`src/rtl/lcd_rd_pkg.sv`:
```
// lcd_rd_pkg: shared state encoding, flush length and frame-size helper for the LCD read scheduler.
`default_nettype none

package lcd_rd_pkg;

  localparam int FLUSH_CYC = 4;
  localparam int RD_LEN_W  = 9;

  typedef enum logic [2:0] {
    ST_IDLE  = 3'd0,
    ST_FLUSH = 3'd1,
    ST_CHECK = 3'd2,
    ST_REQ   = 3'd3,
    ST_BURST = 3'd4,
    ST_DONE  = 3'd5
  } state_t;

  // Frame size rounded up to a whole number of bursts.
  function automatic int unsigned frame_aligned(input int unsigned words, input int unsigned burst);
    return ((words + burst - 1) / burst) * burst;
  endfunction

endpackage

`default_nettype wire

```
`src/rtl/lcd_rd_sched_if.sv`:
```
// lcd_rd_sched_if: SDRAM controller read-port handshake between the scheduler (master) and controller (slave).
`default_nettype none

interface lcd_rd_sched_if #(
  parameter int ADDR_W = 24
) ();
  import lcd_rd_pkg::*;

  logic                rd_req;
  logic [ADDR_W-1:0]   rd_addr;
  logic [RD_LEN_W-1:0] rd_len;
  logic                rd_ack;
  logic                rd_done;

  modport master (
    output rd_req, rd_addr, rd_len,
    input  rd_ack, rd_done
  );

  modport slave (
    input  rd_req, rd_addr, rd_len,
    output rd_ack, rd_done
  );

endinterface

`default_nettype wire

```
`src/rtl/lcd_rd_addr_gen.sv`:
```
// lcd_rd_addr_gen: burst address and remaining-word counters; load has priority over step.
`default_nettype none

module lcd_rd_addr_gen #(
  parameter int          ADDR_W        = 24,
  parameter int          BURST_LEN     = 256,
  parameter int unsigned FRAME_ALIGNED = 307200
) (
  input  logic              lcd_pclk,
  input  logic              rst_n,
  input  logic              load,
  input  logic [ADDR_W-1:0] base,
  input  logic              step,
  output logic [ADDR_W-1:0] addr,
  output logic              last_burst
);

  localparam logic [ADDR_W-1:0] STEP_W  = ADDR_W'(BURST_LEN);
  localparam logic [ADDR_W-1:0] FRAME_W = ADDR_W'(FRAME_ALIGNED);

  logic [ADDR_W-1:0] words_left;

  always_ff @(posedge lcd_pclk or negedge rst_n) begin
    if (!rst_n) begin
      addr       <= '0;
      words_left <= '0;
    end else if (load) begin
      addr       <= base;
      words_left <= FRAME_W;
    end else if (step) begin
      addr       <= addr + STEP_W;
      words_left <= words_left - STEP_W;
    end
  end

  assign last_burst = (words_left == STEP_W);

endmodule

`default_nettype wire

```
`src/rtl/lcd_rd_sched.sv`:
```
// lcd_rd_sched: per-frame SDRAM read scheduler in the LCD pixel clock domain.
// Define LCD_RD_PINGPONG_EN for two frame buffers swapped on frame_wr_done; otherwise buffer 0 only.
`default_nettype none

module lcd_rd_sched
  import lcd_rd_pkg::*;
#(
  parameter int                BURST_LEN   = 256,
  parameter int                FRAME_WORDS = 307200,
  parameter int                FIFO_DEPTH  = 1024,
  parameter int                ADDR_W      = 24,
  parameter logic [ADDR_W-1:0] BASE_ADDR0  = '0,
  parameter logic [ADDR_W-1:0] BASE_ADDR1  = 24'h080000
) (
  input  logic                lcd_pclk,
  input  logic                rst_n,
  input  logic                lcd_vs,
  input  logic                data_req,
  input  logic                fifo_empty,
  input  logic [10:0]         fifo_wrusedw,
  input  logic                frame_wr_done,
  lcd_rd_sched_if.master      rd,
  output logic                fifo_flush,
  output logic                active_buf,
  output logic                underrun,
  output logic [7:0]          ovr_cnt
);

  localparam int unsigned FRAME_ALIGNED = frame_aligned(FRAME_WORDS, BURST_LEN);
  localparam logic [31:0] SPACE_LIM     = 32'(FIFO_DEPTH - BURST_LEN);
  localparam int          FC_W          = $clog2(FLUSH_CYC);

  state_t            state, next_state;
  logic              vs_d, vs_rise;
  logic [FC_W-1:0]   flush_cnt;
  logic              abort_pend, fetched;
  logic              flush_entry, do_step, ovr_inc, abort_set;
  logic              next_buf, has_space, last_burst;
  logic [ADDR_W-1:0] addr, load_base;

  assign vs_rise     = lcd_vs & ~vs_d;
  assign has_space   = (32'(fifo_wrusedw) <= SPACE_LIM);
  assign flush_entry = (next_state == ST_FLUSH) && (state != ST_FLUSH);
  assign load_base   = next_buf ? BASE_ADDR1 : BASE_ADDR0;
  assign rd.rd_len   = RD_LEN_W'(BURST_LEN);

  always_comb begin
    next_state = state;
    do_step    = 1'b0;
    ovr_inc    = 1'b0;
    abort_set  = 1'b0;
    case (state)
      ST_IDLE, ST_DONE: begin
        if (vs_rise) next_state = ST_FLUSH;
      end
      ST_FLUSH: begin
        if (flush_cnt == FC_W'(FLUSH_CYC - 1)) next_state = ST_CHECK;
      end
      ST_CHECK: begin
        if (vs_rise) begin
          next_state = ST_FLUSH;
          ovr_inc    = ~fetched;
        end else if (fetched) begin
          next_state = ST_DONE;
        end else if (has_space) begin
          next_state = ST_REQ;
        end
      end
      ST_REQ: begin
        // An accepted request must run to rd_done before the restart.
        if (rd.rd_ack) begin
          next_state = ST_BURST;
          abort_set  = vs_rise;
        end else if (vs_rise) begin
          next_state = ST_FLUSH;
          ovr_inc    = 1'b1;
        end
      end
      ST_BURST: begin
        if (rd.rd_done) begin
          do_step = 1'b1;
          if (abort_pend || vs_rise) begin
            next_state = ST_FLUSH;
            ovr_inc    = 1'b1;
          end else begin
            next_state = ST_CHECK;
          end
        end else begin
          abort_set = vs_rise;
        end
      end
      default: next_state = ST_IDLE;
    endcase
  end

  always_ff @(posedge lcd_pclk or negedge rst_n) begin
    if (!rst_n) begin
      state      <= ST_IDLE;
      vs_d       <= 1'b0;
      flush_cnt  <= '0;
      abort_pend <= 1'b0;
      fetched    <= 1'b0;
      fifo_flush <= 1'b0;
      rd.rd_req  <= 1'b0;
      rd.rd_addr <= BASE_ADDR0;
      underrun   <= 1'b0;
      ovr_cnt    <= '0;
    end else begin
      state      <= next_state;
      vs_d       <= lcd_vs;
      fifo_flush <= (next_state == ST_FLUSH);
      rd.rd_req  <= (next_state == ST_REQ);
      if (next_state == ST_REQ && state != ST_REQ) rd.rd_addr <= addr;

      if (flush_entry)               flush_cnt <= '0;
      else if (state == ST_FLUSH)    flush_cnt <= flush_cnt + 1'b1;

      if (flush_entry)               abort_pend <= 1'b0;
      else if (abort_set)            abort_pend <= 1'b1;

      // Set when the final burst lands: equivalent to words_left reaching zero.
      if (flush_entry)               fetched <= 1'b0;
      else if (do_step && last_burst) fetched <= 1'b1;

      if (flush_entry)               underrun <= 1'b0;
      else if (state != ST_FLUSH && data_req && fifo_empty) underrun <= 1'b1;

      if (ovr_inc && ovr_cnt != 8'hFF) ovr_cnt <= ovr_cnt + 8'd1;
    end
  end

`ifdef LCD_RD_PINGPONG_EN
  logic pend_buf;

  // A completion arriving on the vsync cycle is taken by this same flush.
  assign next_buf = active_buf ^ (pend_buf | frame_wr_done);

  always_ff @(posedge lcd_pclk or negedge rst_n) begin
    if (!rst_n) begin
      active_buf <= 1'b0;
      pend_buf   <= 1'b0;
    end else if (flush_entry) begin
      active_buf <= next_buf;
      pend_buf   <= 1'b0;
    end else if (frame_wr_done) begin
      pend_buf   <= 1'b1;
    end
  end
`else
  logic unused_frame_wr_done;

  assign unused_frame_wr_done = frame_wr_done;
  assign next_buf             = 1'b0;
  assign active_buf           = 1'b0;
`endif

  lcd_rd_addr_gen #(
    .ADDR_W        (ADDR_W),
    .BURST_LEN     (BURST_LEN),
    .FRAME_ALIGNED (FRAME_ALIGNED)
  ) u_addr_gen (
    .lcd_pclk   (lcd_pclk),
    .rst_n      (rst_n),
    .load       (flush_entry),
    .base       (load_base),
    .step       (do_step),
    .addr       (addr),
    .last_burst (last_burst)
  );

endmodule

`default_nettype wire
```
`src/flat_wrapper.sv`:
```
// flat-port wrapper written by rule: the top's interface ports become plain ports
module lcd_rd_sched_flat import lcd_rd_pkg::*;
#(
  parameter int                BURST_LEN   = 256,
  parameter int                FRAME_WORDS = 307200,
  parameter int                FIFO_DEPTH  = 1024,
  parameter int                ADDR_W      = 24,
  parameter logic [ADDR_W-1:0] BASE_ADDR0  = '0,
  parameter logic [ADDR_W-1:0] BASE_ADDR1  = 24'h080000
)
  (lcd_pclk, rst_n, lcd_vs, data_req, fifo_empty, fifo_wrusedw, frame_wr_done, fifo_flush, active_buf, underrun, ovr_cnt, rd_rd_req, rd_rd_addr, rd_rd_len, rd_rd_ack, rd_rd_done);
  lcd_rd_sched_if #(.ADDR_W(ADDR_W)) rd_i ();
  input  logic lcd_pclk;
  input  logic rst_n;
  input  logic lcd_vs;
  input  logic data_req;
  input  logic fifo_empty;
  input  logic [10:0] fifo_wrusedw;
  input  logic frame_wr_done;
  output logic fifo_flush;
  output logic active_buf;
  output logic underrun;
  output logic [7:0] ovr_cnt;
  output wire logic [$bits(rd_i.rd_req)-1:0] rd_rd_req;
  output wire logic [$bits(rd_i.rd_addr)-1:0] rd_rd_addr;
  output wire logic [$bits(rd_i.rd_len)-1:0] rd_rd_len;
  input wire logic [$bits(rd_i.rd_ack)-1:0] rd_rd_ack;
  input wire logic [$bits(rd_i.rd_done)-1:0] rd_rd_done;
  assign rd_rd_req = rd_i.rd_req;
  assign rd_rd_addr = rd_i.rd_addr;
  assign rd_rd_len = rd_i.rd_len;
  assign rd_i.rd_ack = rd_rd_ack;
  assign rd_i.rd_done = rd_rd_done;
  lcd_rd_sched #(.BURST_LEN(BURST_LEN), .FRAME_WORDS(FRAME_WORDS), .FIFO_DEPTH(FIFO_DEPTH), .ADDR_W(ADDR_W), .BASE_ADDR0(BASE_ADDR0), .BASE_ADDR1(BASE_ADDR1)) u_core (.lcd_pclk(lcd_pclk), .rst_n(rst_n), .lcd_vs(lcd_vs), .data_req(data_req), .fifo_empty(fifo_empty), .fifo_wrusedw(fifo_wrusedw), .frame_wr_done(frame_wr_done), .rd(rd_i), .fifo_flush(fifo_flush), .active_buf(active_buf), .underrun(underrun), .ovr_cnt(ovr_cnt));
endmodule
```
`config.mk`:
```
export PLATFORM = sky130hd
export DESIGN_NAME = lcd_rd_sched_flat
export DESIGN_NICKNAME = d
export VERILOG_FILES = /design/src/rtl/lcd_rd_pkg.sv /design/src/rtl/lcd_rd_sched_if.sv /design/src/rtl/lcd_rd_addr_gen.sv /design/src/rtl/lcd_rd_sched.sv /design/src/flat_wrapper.sv
export SDC_FILE = /design/constraint.sdc
export NUM_CORES = 1
export LEC_CHECK = 0
export ABC_CLOCK_PERIOD_IN_PS = 4240
export CAP_MARGIN = 20
export CORE_MARGIN = 5
export CORE_UTILIZATION = 40
export DETAILED_ROUTE_END_ITERATION = 16
export PLACE_DENSITY = 0.72
export SLEW_MARGIN = 20
export SYNTH_ARGS = -nofsm -noshare
export SYNTH_HDL_FRONTEND = slang
export SYNTH_SLANG_ARGS = --single-unit
```
`constraint.sdc`:
```
create_clock -name lcd_pclk -period 4.24 [get_ports lcd_pclk]
set_clock_uncertainty 0.2 [all_clocks]
set_input_delay 0.636 -clock lcd_pclk [delete_from_list [all_inputs] [get_ports lcd_pclk]]
set_output_delay 0.636 -clock lcd_pclk [all_outputs]
set_load 0.005 [all_outputs]
```
== After elaboration in Yosys (flattened, before gate mapping) ==
Cells that the tools add are included.
Storage, ports and cells
  bits in registers: 91
  output and inout bits: 45
Cells by class
  $add $sub $neg: 4
  $lt $le $gt $ge: 1
  equal/unequal tests: 12
  multiplexer cells: 32
  bitwise logic cells: 3
  reductions and logical operators: 14
Operator list (count)
  $mux W24: 4
  $add A24 B9 Y24 const B: 1
  $eq A24 B9 Y1 const B: 1
  $sub A24 B9 Y24 const B: 1
  $mux W3: 7
  $mux W1: 15
  $pmux W3 S5: 1
  $le A11 B10 Y1 const B: 1
  $reduce_bool A2 Y1: 5
  $eq A3 B2 Y1 const B: 3
  $add A8 B1 Y8 const B: 1
  $ne A8 B8 Y1 const B: 1
  $eq A3 B1 Y1 const B: 2
  $eq A3 B3 Y1 const B: 2
  $logic_and A1 B1 Y1: 6
  $mux W2: 3
  $logic_not A3 Y1: 1
  $ne A3 B1 Y1 const B: 1
  $ne A3 B2 Y1 const B: 1
  $pmux W1 S3: 1
  $add A2 B1 Y2 const B: 1
  $eq A2 B2 Y1 const B: 1
  $not A1 Y1: 2
  $pmux W1 S2: 1
  other kinds (3): 3

== Longest topological paths before layout ==
Gate-level depths: netlist of run 1.
  depth in word-level cells: 9
  depth in mapped cells: 9

== By module ==
Synthesis of run 1 repeated with hierarchy kept, for this count alone.
Second synthesis, totals
  cell total of the unflattened synthesis: 355
  area total of the unflattened synthesis: 4121.5 um^2
Modules (own cells, without submodules)
  lcd_rd_sched: instances 1, cells an instance 164, area an instance 2120.8 um^2
  lcd_rd_addr_gen: instances 1, cells an instance 191, area an instance 2000.7 um^2

== Worst setup path before layout of run 1 ==
Ideal clock, no wire load.
  path type: input-to-reg
  from: input fifo_wrusedw[3]
  to: register u_core.rd.rd_addr[13]
  library setup time: 125 ps
  arrival time: 2291 ps
  data required time: 3915 ps
  slack: 1624 ps
  cell stages on the path: 8
  buffers on the path: 2
  cell sequence: nor4_1 > a211oi_1 > a2111oi_2 > nor3_2 > or3_1 > buf_6 > buf_6 > mux2_4
Between the ends
  longest elaborated chain between the ends: 7
RTL lines
  start, declared: line flat_wrapper.sv:18  | input logic [10:0] fifo_wrusedw;
  $le A11 B10 Y1: line lcd_rd_sched.sv:42  | assign has_space = (32'(fifo_wrusedw) <= SPACE_LIM);
  $mux W3: line lcd_rd_sched.sv:65  | end else if (has_space) begin
  $mux W3: line lcd_rd_sched.sv:63  | end else if (fetched) begin
  $mux W3: line lcd_rd_sched.sv:60  | if (vs_rise) begin
  $pmux W3 S5: line lcd_rd_sched.sv:52  | case (state)
  $eq A3 B2 Y1: line lcd_rd_sched.sv:113  | if (next_state == ST_REQ && state != ST_REQ) rd.rd_addr <= addr;
  $logic_and A1 B1 Y1: line lcd_rd_sched.sv:113
  end signal, assigned: line lcd_rd_sched.sv:113
  end, declared: line lcd_rd_sched_if.sv:16  | output rd_req, rd_addr, rd_len,
No other way between the ends.
A chain may end at the register's enable or synchronous reset.

== Worst setup path in the final report of run 1 ==
  from: input rd_rd_done
  to: register u_core.u_addr_gen.words_left[15]
Between the ends
  longest elaborated chain between the ends: 5
RTL lines
  start, declared: line flat_wrapper.sv:28  | input wire logic [$bits(rd_i.rd_done)-1:0] rd_rd_done;
  $mux W3: line lcd_rd_sched.sv:80  | if (rd.rd_done) begin
  $pmux W3 S5: line lcd_rd_sched.sv:52
  $eq A3 B1 Y1: line lcd_rd_sched.sv:43  | assign flush_entry = (next_state == ST_FLUSH) && (state != ST_FLUSH);
  $logic_and A1 B1 Y1: line lcd_rd_sched.sv:43
  $mux W24 / $reduce_bool A2 Y1 (equally long branches)
  end signal, assigned: line lcd_rd_addr_gen.sv:32  | words_left <= words_left - STEP_W;
  end, declared: line lcd_rd_addr_gen.sv:21  | logic [ADDR_W-1:0] words_left;
Several ways; a longest one is shown, not always the timed one.

==> results.toml, run 1 <==
[worst_setup_path]
cp.required_ps = 4260
cp.arrival_ps = 2910
worst-path-buf-inv = 2
critPathKind = "input pin to register"
timing.critical_path.slowest_stage_cell = "sky130_fd_sc_hd__or3b_2"
crit_chain = "clkdlybuf4s50_1, nand4bb_1, o22ai_2, nor3_2, nor4_4, buf_4, or3b_2"
r2r_depth = 6
r2r_start = "u_core.state[0]$_DFF_PN0_"
crit_path_max_fanout = 35
startpoint_type = "input pin"
slowest_delay_ps = 490
regToRegSetupSlack_ps = 1500
setup.worst_path.end_class = "register"
path_delay_family = "simple AND/OR/NAND/NOR gates"
worst_reg2reg_endpoint = "u_core.u_addr_gen.words_left[15]$_DFFE_PN0P_"

[detailed_routing]
route.detailed.drc = 0
vias = 2272
final_antenna_net_count = 0
finalWirelength_microns = 6284
wire_per_inst_microns = 13.43
routed_via_density = 4.855
first_pass_iters = 4
drt_iter0_markers = 80

[global_route]
total_global_routing_track_utilization_pct = 13.57
initial_antenna_violation_count = 0
grt-ovfl-total = 0
first_pass_grt_wire_length_microns = 10990
via_count_of_the_first_global_routing_pass = 2284
grt_max_degree = 50

[final_layout]
antenna-diode-count = 0
area_growth_pct = 19.98
fin_area_sq_um = 3981
final_nets = 382
drive_gt1_share_pct = 12.67
final.fill_count = 736

[floorplanning]
initial_core_util_pct = 40.79
chipWidth_microns = 101.1
ios = 64
dieArea_sq_um = 10220
floorplan.die.height_microns = 101.1
placeableCoreArea_sq_um = 8134
rows = 33

[clock_network]
cts.repair.resized = 0
cts_setup_buffers = 0
clock_path_buffers = 2
cts_hold_repair.buffers = 0
tritoncts = "done"
clock_pin_slew_on_the_worst_setup_and_hold_paths_ps = 80
cts.sink_count = 67
insertion_delay_ps = 340
clock_h_tree_levels = 3
cts_root_buffer = "sky130_fd_sc_hd__clkbuf_8"
tritoncts.num_buffers = 9

[placed_design]
globalplace.congestion = 0.8835
placement.cell_area_sq_um = 3779
place_hpwl_microns = 4414
portBuffers = 44
preCtsSetupSlack_ps = 1000

[synthesis]
synth_most_common_cell = "sky130_fd_sc_hd__dfrtp_1"
syn-instance-count = 310
ys_warn_count = 0
post_synth_instance_area_sq_um = 3318
netlist_top_cells_area = "sky130_fd_sc_hd__dfrtp_1, sky130_fd_sc_hd__mux2_4, sky130_fd_sc_hd__xnor2_1, sky130_fd_sc_hd__nor2_1, sky130_fd_sc_hd__buf_4"
yosysTopAreaCell = "sky130_fd_sc_hd__dfrtp_1"
dominantRegCellSynth = "sky130_fd_sc_hd__dfrtp_1"
synth-seq-cells = 67
postSynth.asyncResetShare_pct = 100.0
synth_top_area_share_pct = 50.53
synth.top_cells.by_count = "sky130_fd_sc_hd__dfrtp_1, sky130_fd_sc_hd__nor2_1, sky130_fd_sc_hd__nand2_1"
synth_enable_flop_cells = 0
synth.yosys.seq_area_share_pct = 50.53
postSynthAreaPerCell_sq_um = 10.70
synth.lib_cells_used.distinct = 46

[timing]
aggregate_negative_setup_slack_ps = 0
setup_violations = 0
final.period_utilization_pct = 68.20
timing.final.hold_violations = 0
maxSlewViolCount = 0
tightestPinTransition_ps = 615.6
max_slew_margin_pct = 58.96
postLayoutSetupSlackWorst_ps = 1348
clock.fmax_mhz = 345.8
rsz_0062_raised_after_global_routing = "false"
period_minus_slack_ps = 2892

[pwr]
pwr_density_cell_nw_per_um2 = 478.6
ir_worst_vdd_mv = 0.4348
power_leakage_nw = 1.770

[min_path]
min_path_type = "input pin to asynchronous set/reset pin"

[status]
run_status = "finished, final reports clean"

[job]
max-cap-violations = 0
[routing by layer]
layer | track usage [%] | up-vias | wire length (microns) | share of wire (%)
li1 | - | 1112 | - | -
met3 | 3.183 | 13 | 308 | 4.9
met4 | 6.442 | 0 | 142 | 2.3
met5 | 0 | - | 0 | 0
met1 | 17.70 | 1102 | 2825 | 45
met2 | 21.23 | 45 | 3007 | 48
[report_power, final]
| group | internal, mW | total, mW | switching (mW) |
|---|---|---|---|
| sequential | 0.708 | 0.784 | 0.0756 |
| clock | 0.287 | 0.546 | 0.258 |
| combinational | 0.238 | 0.576 | 0.338 |
[cells by family (layout without fill, tap and decap cells)]
logic type	Yosys count	count (layout)	synth area share, %
AOI/OAI and AO/OA	26	26	5.165
xor gates and xnor gates	32	32	8.446
adders and majority gates	5	5	1.885
buffers and inverters	34	71	6.674
DFF	67	67	50.53
muxes	18	18	7.202
other	2	18	0.2263
and+or+nand+nor	126	126	19.87
[cell type report]
type	instances	area, sq um	area share (%)
flip-flops and latches	67	1677	42.11
inverters	8	32.53	0.8171
clock inverters	6	65.06	1.634
clock buffers	10	137.6	3.457
repair buffers	47	457.9	11.50
well taps	105	131.4	3.300
multi-input cells	225	1480	37.18
[worst max path at each step]
| stage | from | endpoint | depth (start not counted) |
|---|---|---|---|
| floorplan | fifo_wrusedw[3] | u_core.rd.rd_addr[13]$_DFFE_PN0P_ | 8 |
| global placement | rd_rd_done | u_core.u_addr_gen.words_left[15]$_DFFE_PN0P_ | 7 |
| detailed placement | rd_rd_done | u_core.u_addr_gen.words_left[15]$_DFFE_PN0P_ | 7 |
| CTS | rd_rd_done | u_core.u_addr_gen.words_left[15]$_DFFE_PN0P_ | 7 |
| global route | lcd_vs | u_core.u_addr_gen.addr[8]$_DFFE_PN0P_ | 8 |
| finish | rd_rd_done | u_core.u_addr_gen.words_left[15]$_DFFE_PN0P_ | 7 |
[placed cells by master (no fill, tap or decap), types with 4 or more instances in the layout]
cell type                         instances
sky130_fd_sc_hd__nand2b_1                 6
sky130_fd_sc_hd__nand2_1                 23
sky130_fd_sc_hd__nor2b_1                  6
sky130_fd_sc_hd__nor2_1                  39
sky130_fd_sc_hd__nor4_1                   4
sky130_fd_sc_hd__nand3_1                  8
sky130_fd_sc_hd__a21oi_1                  7
sky130_fd_sc_hd__or3_1                    5
sky130_fd_sc_hd__o21ai_0                  7
sky130_fd_sc_hd__xor2_1                  15
sky130_fd_sc_hd__inv_1                    7
sky130_fd_sc_hd__mux2_4                  10
sky130_fd_sc_hd__ha_1                     5
sky130_fd_sc_hd__nor3_1                  11
sky130_fd_sc_hd__mux2_2                   7
sky130_fd_sc_hd__clkbuf_8                10
sky130_fd_sc_hd__dfrtp_1                 67
sky130_fd_sc_hd__clkdlybuf4s50_1         43
sky130_fd_sc_hd__conb_1                  18
sky130_fd_sc_hd__nand4_1                  7
sky130_fd_sc_hd__xnor2_1                 17
[flip-flops by register name (all words and copies together) (netlist names)]
register and flops:
u_core.flush_cnt 2, u_core.u_addr_gen.words_left 16, u_core.abort_pend 1, u_core.vs_d 1
u_core.fifo_flush 1, u_core.state 3, u_core.fetched 1, u_core.ovr_cnt 8
u_core.rd.rd_req 1, u_core.u_addr_gen.addr 16, u_core.underrun 1, u_core.rd.rd_addr 16
[per-stage QoR]
| stage | hold slack, ps | instances | total power, mW | utilization [%] |
|---|---|---|---|---|
| after floorplan | 140.4 | 326 | 1.229 | - |
| after global placement | 287.2 | 452 | 1.364 | 46.45 |
| after detailed placement | 291.0 | 452 | 1.376 | 46.45 |
| after CTS | 33.26 | 468 | 1.932 | 48.95 |
| after global routing | 60.88 | 468 | 2.027 | 48.95 |
| final | 24.17 | 468 | 1.906 | 48.95 |
Note: power is estimated with default switching activity, not from simulation.
==> inputs of run 2 (changes only) <==
- ABC_CLOCK_PERIOD_IN_PS: 4240 -> 2800
- clock period: 4.24 -> 2.8 ns (I/O delays scaled with it)
==> results.toml, run 2 (synthesized netlist as in run 1, its figures left out) <==
[status]
run_status = "finished, final reports clean"

[floorplanning]
placeableCoreArea_sq_um = 8134
dieArea_sq_um = 10220
floorplan.die.height_microns = 101.1
rows = 33
ios = 64
initial_core_util_pct = 40.79
chipWidth_microns = 101.1

[placed_design]
portBuffers = 44
globalplace.congestion = 0.8352
dpl.cell_count = 466
placement.cell_area_sq_um = 3909
place_hpwl_microns = 4664

[clock_network]
clock_h_tree_levels = 3
tritoncts.num_buffers = 9
tritoncts = "done"
cts.sink_count = 67
cts_root_buffer = "sky130_fd_sc_hd__clkbuf_8"
insertion_delay_ps = 340
clock_pin_slew_on_the_worst_setup_and_hold_paths_ps = 70
clock_path_buffers = 2

[global_route]
total_global_routing_track_utilization_pct = 13.26
grt_max_degree = 36
initial_antenna_violation_count = 0
grt-ovfl-total = 0
first_pass_grt_wire_length_microns = 10720
via_count_of_the_first_global_routing_pass = 2316

[worst_setup_path]
setup.worst_path.end_class = "register"
regToRegSetupSlack_ps = 310
crit_path_max_fanout = 16
timing.critical_path.slowest_stage_cell = "sky130_fd_sc_hd__dfrtp_1"
crit_chain = "inv_4, or3_4, o22ai_2, nor3_2, or3_1, buf_12, mux2_4"
startpoint_type = "register"
cp.arrival_ps = 2520
cp.required_ps = 2830
slowest_delay_ps = 540
critPathKind = "register to register"

[job]
max-cap-violations = 0

[detailed_routing]
drt_iter0_markers = 119
final_antenna_net_count = 0
first_pass_iters = 5
route.detailed.drc = 0
routed_via_density = 4.826
wire_per_inst_microns = 13.15
vias = 2331
finalWirelength_microns = 6350

[timing]
final.period_utilization_pct = 88.91
rsz_0062_raised_after_global_routing = "false"
clock.fmax_mhz = 401.7
maxSlewViolCount = 0
setup_violations = 0
aggregate_negative_setup_slack_ps = 0
tightestPinTransition_ps = 745.2
timing.final.hold_violations = 0
max_slew_margin_pct = 50.32
period_minus_slack_ps = 2489

[final_layout]
drive_gt1_share_pct = 15.61
final_nets = 397
final_common_cell = "sky130_fd_sc_hd__dfrtp_1"
layout_common_cells = "sky130_fd_sc_hd__dfrtp_1, sky130_fd_sc_hd__clkdlybuf4s50_1, sky130_fd_sc_hd__nor2_1"
reg_top3 = "u_core.rd.rd_addr x16, u_core.u_addr_gen.addr x16, u_core.u_addr_gen.words_left x16"
antenna-diode-count = 0
area_growth_pct = 24.62
layoutNonFillerInstCount = 483
fin_area_sq_um = 4135
final.fill_count = 704

[pwr]
pwr_density_cell_nw_per_um2 = 747.2
ir_worst_vdd_mv = 0.7949
power_leakage_nw = 1.853

[min_path]
min_path_type = "register to register"
run 2: cell types whose count changed in the layout (fill, tap and decap cells not counted):
cell	change
sky130_fd_sc_hd__buf_4	+12
sky130_fd_sc_hd__clkinv_4	-2
sky130_fd_sc_hd__clkinvlp_4	+1
sky130_fd_sc_hd__clkbuf_1	+1
sky130_fd_sc_hd__dlygate4sd3_1	+1
sky130_fd_sc_hd__inv_6	+1
sky130_fd_sc_hd__buf_12	+2
sky130_fd_sc_hd__clkinv_2	-1
sky130_fd_sc_hd__clkbuf_8	-1
sky130_fd_sc_hd__bufinv_16	+1
run 2: final cells by class:
cell class / count / area, sq um / share of cell area (%)
flip-flops and latches: 67 / 1677 / 40.54
multi-input cells: 225 / 1480 / 35.79
repair buffers: 62 / 598.1 / 14.46
well taps: 105 / 131.4 / 3.177
clock buffers: 10 / 127.6 / 3.086
clock inverters: 6 / 88.84 / 2.148
inverters: 8 / 32.53 / 0.7867
run 2: power breakdown:
| group | leakage, nW | switching, mW | total, mW | internal [mW] |
|---|---|---|---|---|
| combinational | 0.847 | 0.551 | 1.02 | 0.473 |
| sequential | 0.903 | 0.115 | 1.19 | 1.07 |
| clock | 0.103 | 0.374 | 0.877 | 0.503 |
run 2: metal layers:
metal	vias up	GRT usage [%]	share of wire (%)
met5	-	0	0
met4	0	3.783	0.41
met3	4	4.567	5.4
met2	50	21.83	50
met1	1130	16.49	45
li1	1147	-	-
run 2: worst paths after layout:
check                                              start                           endpoint  cells after the start
max                            u_core.state[0]$_DFF_PN0_  u_core.rd.rd_addr[22]$_DFFE_PN0P_                      7
min reg2reg                u_core.ovr_cnt[6]$_DFFE_PN0P_      u_core.ovr_cnt[6]$_DFFE_PN0P_                      1
min                        u_core.ovr_cnt[6]$_DFFE_PN0P_      u_core.ovr_cnt[6]$_DFFE_PN0P_                      1
min in group asynchronous                          rst_n      u_core.ovr_cnt[6]$_DFFE_PN0P_                      2
max reg2reg                    u_core.state[0]$_DFF_PN0_  u_core.rd.rd_addr[22]$_DFFE_PN0P_                      7
max in group asynchronous                          rst_n  u_core.rd.rd_addr[12]$_DFFE_PN0P_                      3
run 2: per-stage QoR:
stage | power (mW) | hold WS (ps) | setup WS (ps) | util [%]
2_1_floorplan | 1.861 | -75.59 | 400.4 | -
3_3_place_gp | 2.191 | 286.7 | 47.05 | 48.05
3_5_place_dp | 2.229 | 297.9 | 6.374 | 48.05
4_1_cts | 3.128 | 309.1 | 319.0 | 50.84
5_1_grt | 3.281 | 338.8 | 237.9 | 50.84
6_report | 3.090 | 298.2 | 310.5 | 50.84
run 2: critical path, delay by kind of cell (launching register included):
family | cells | cell delay, ps
flip-flops | 1 | 540
AND/OR/NAND/NOR | 3 | 870
buffers and inverters | 2 | 260
AO/OA/AOI/OAI | 1 | 190
multiplexers | 1 | 300
run 2: what timing repair did:
action,4_1_cts,5_1_grt
endpoints found under the hold margin,30,0
setup buffers,0,0
resized for setup,0,0
hold buffers,1,0
endpoints found under the setup margin,0,0
==> inputs of run 3 (changes only) <==
- CORE_MARGIN: 5 -> 3
==> results.toml, run 3 (synthesized netlist as in run 1, its figures left out) <==
[global_route]
grt_max_degree = 68
grt-ovfl-total = 0
total_global_routing_track_utilization_pct = 13.14
met1_grt_util_pct = 17.08
grtUsageMet2_pct = 21.50
via_count_of_the_first_global_routing_pass = 2292
initial_antenna_violation_count = 0
first_pass_grt_wire_length_microns = 10340
global_route.peak_usage_layer = "met2"
gr-usage-met3_pct = 2.225

[detailed_routing]
drt_iter0_markers = 97
routed_via_density = 4.863
first_pass_iters = 4
route.detailed.drc = 0
vias = 2315
finalWirelength_microns = 6006
final_antenna_net_count = 0
wire_per_inst_microns = 12.62

[pwr]
power.share.combinational_pct = 32.2
ir_worst_vdd_mv = 0.4566
p_sw_mw = 1.044
power_report.internal_total_mw = 2.160
p_sw_share_pct = 32.59
p_seq_share_pct = 37.0
power_leakage_nw = 1.851
clockPowerShare_pct = 30.8
pwr_density_cell_nw_per_um2 = 775.9
total_power_of_the_final_layout_mw = 3.205

[placed_design]
dpl.cell_count = 460
globalplace.congestion = 0.8483
placement.cell_area_sq_um = 3882
portBuffers = 44
place_hpwl_microns = 4211

[worst_setup_path]
startpoint_type = "register"
crit_path_max_fanout = 16
r2r_depth = 7
timing.critical_path.slowest_stage_cell = "sky130_fd_sc_hd__dfrtp_1"
worst_reg2reg_endpoint = "u_core.rd.rd_addr[21]$_DFFE_PN0P_"
crit_chain = "inv_4, or3_4, o22ai_2, nor3_2, or3_1, buf_12, mux2_4"
path_delay_family = "simple AND/OR/NAND/NOR gates"
cp.required_ps = 2830
critPathKind = "register to register"
regToRegSetupSlack_ps = 330
cp.arrival_ps = 2500
worst-path-buf-inv = 2
slowest_delay_ps = 540
r2r_start = "u_core.state[0]$_DFF_PN0_"
setup.worst_path.end_class = "register"

[final_layout]
layout_common_cells = "sky130_fd_sc_hd__dfrtp_1, sky130_fd_sc_hd__clkdlybuf4s50_1, sky130_fd_sc_hd__nor2_1"
drive_gt1_share_pct = 15.24
fin_area_sq_um = 4130
final_nets = 393
reg_top3 = "u_core.rd.rd_addr x16, u_core.u_addr_gen.addr x16, u_core.u_addr_gen.words_left x16"
antenna-diode-count = 0
layoutNonFillerInstCount = 476
area_growth_pct = 24.47
final_core_utilization_pct = 52.36
final_common_cell = "sky130_fd_sc_hd__dfrtp_1"

[clock_network]
tritoncts = "done"
clock_path_buffers = 2
clock_pin_slew_on_the_worst_setup_and_hold_paths_ps = 80
cts_root_buffer = "sky130_fd_sc_hd__clkbuf_8"
insertion_delay_ps = 330
cts.sink_count = 67
cts_setup_buffers = 0
clock_h_tree_levels = 3
cts_hold_repair.buffers = 0
cts.repair.resized = 0
tritoncts.num_buffers = 9

[floorplanning]
rows = 32
chipWidth_microns = 97.08
initial_core_util_pct = 42.07
ios = 64
dieArea_sq_um = 9425
placeableCoreArea_sq_um = 7888
floorplan.die.height_microns = 97.08

[timing]
period_minus_slack_ps = 2472
maxSlewViolCount = 0
timing.final.hold_violations = 0
rsz_0062_raised_after_global_routing = "false"
tightestPinTransition_ps = 821.8
clock.fmax_mhz = 404.5
aggregate_negative_setup_slack_ps = 0
final.period_utilization_pct = 88.28
max_slew_margin_pct = 45.22
setup_violations = 0

[job]
max-cap-violations = 0

[status]
run_status = "finished, final reports clean"

[min_path]
min_path_type = "input pin to asynchronous set/reset pin"
-- run 3: power groups by stage --
stage	Sequential [mW]	Clock (mW)	Combinational, mW
finish	1.19	0.987	1.03
global route	1.20	1.05	1.16
CTS	1.18	1.01	1.05
detailed placement	1.20	0	1.04
global placement	1.20	0	1.02
floorplan	1.16	0	0.696
-- run 3: per-stage QoR --
| step | hold WS [ps] | setup slack [ps] |
|---|---|---|
| after global placement | 287.0 | -27.01 |
| after CTS | 74.75 | 330.6 |
| final | 45.90 | 328.1 |
| after detailed placement | 293.1 | -14.84 |
| after floorplan | -75.59 | 400.4 |
| after global routing | 119.2 | 200.3 |
-- run 3: per-layer routing --
| layer | up-vias | wire length, microns |
|---|---|---|
| li1 | 1143 | - |
| met1 | 1106 | 2779 |
| met2 | 56 | 2904 |
| met3 | 10 | 237 |
| met4 | 0 | 85 |
| met5 | - | 0 |
-- run 3: how the worst max path moves through the flow --
stage | end | startpoint | slack, ps | cells after the start
2_1_floorplan | u_core.rd.rd_addr[13]$_DFFE_PN0P_ | fifo_wrusedw[3] | 400 | 8
3_3_place_gp | u_core.rd.rd_addr[16]$_DFFE_PN0P_ | fifo_wrusedw[3] | -30 | 8
3_5_place_dp | u_core.rd.rd_addr[21]$_DFFE_PN0P_ | fifo_wrusedw[6] | -10 | 8
4_1_cts | u_core.rd.rd_addr[21]$_DFFE_PN0P_ | u_core.state[0]$_DFF_PN0_ | 330 | 7
5_1_grt | u_core.u_addr_gen.words_left[15]$_DFFE_PN0P_ | lcd_vs | 200 | 10
6_report | u_core.rd.rd_addr[21]$_DFFE_PN0P_ | u_core.state[0]$_DFF_PN0_ | 330 | 7
-- run 3: layout make-up --
cell class,instances,area [sq um]
clock buffers,9,123.9
clock inverters,7,123.9
fillers,694,3757
inverters,8,32.53
multi-input cells,225,1480
flip-flops and latches,67,1677
well taps,102,127.6
repair buffers,58,565.5
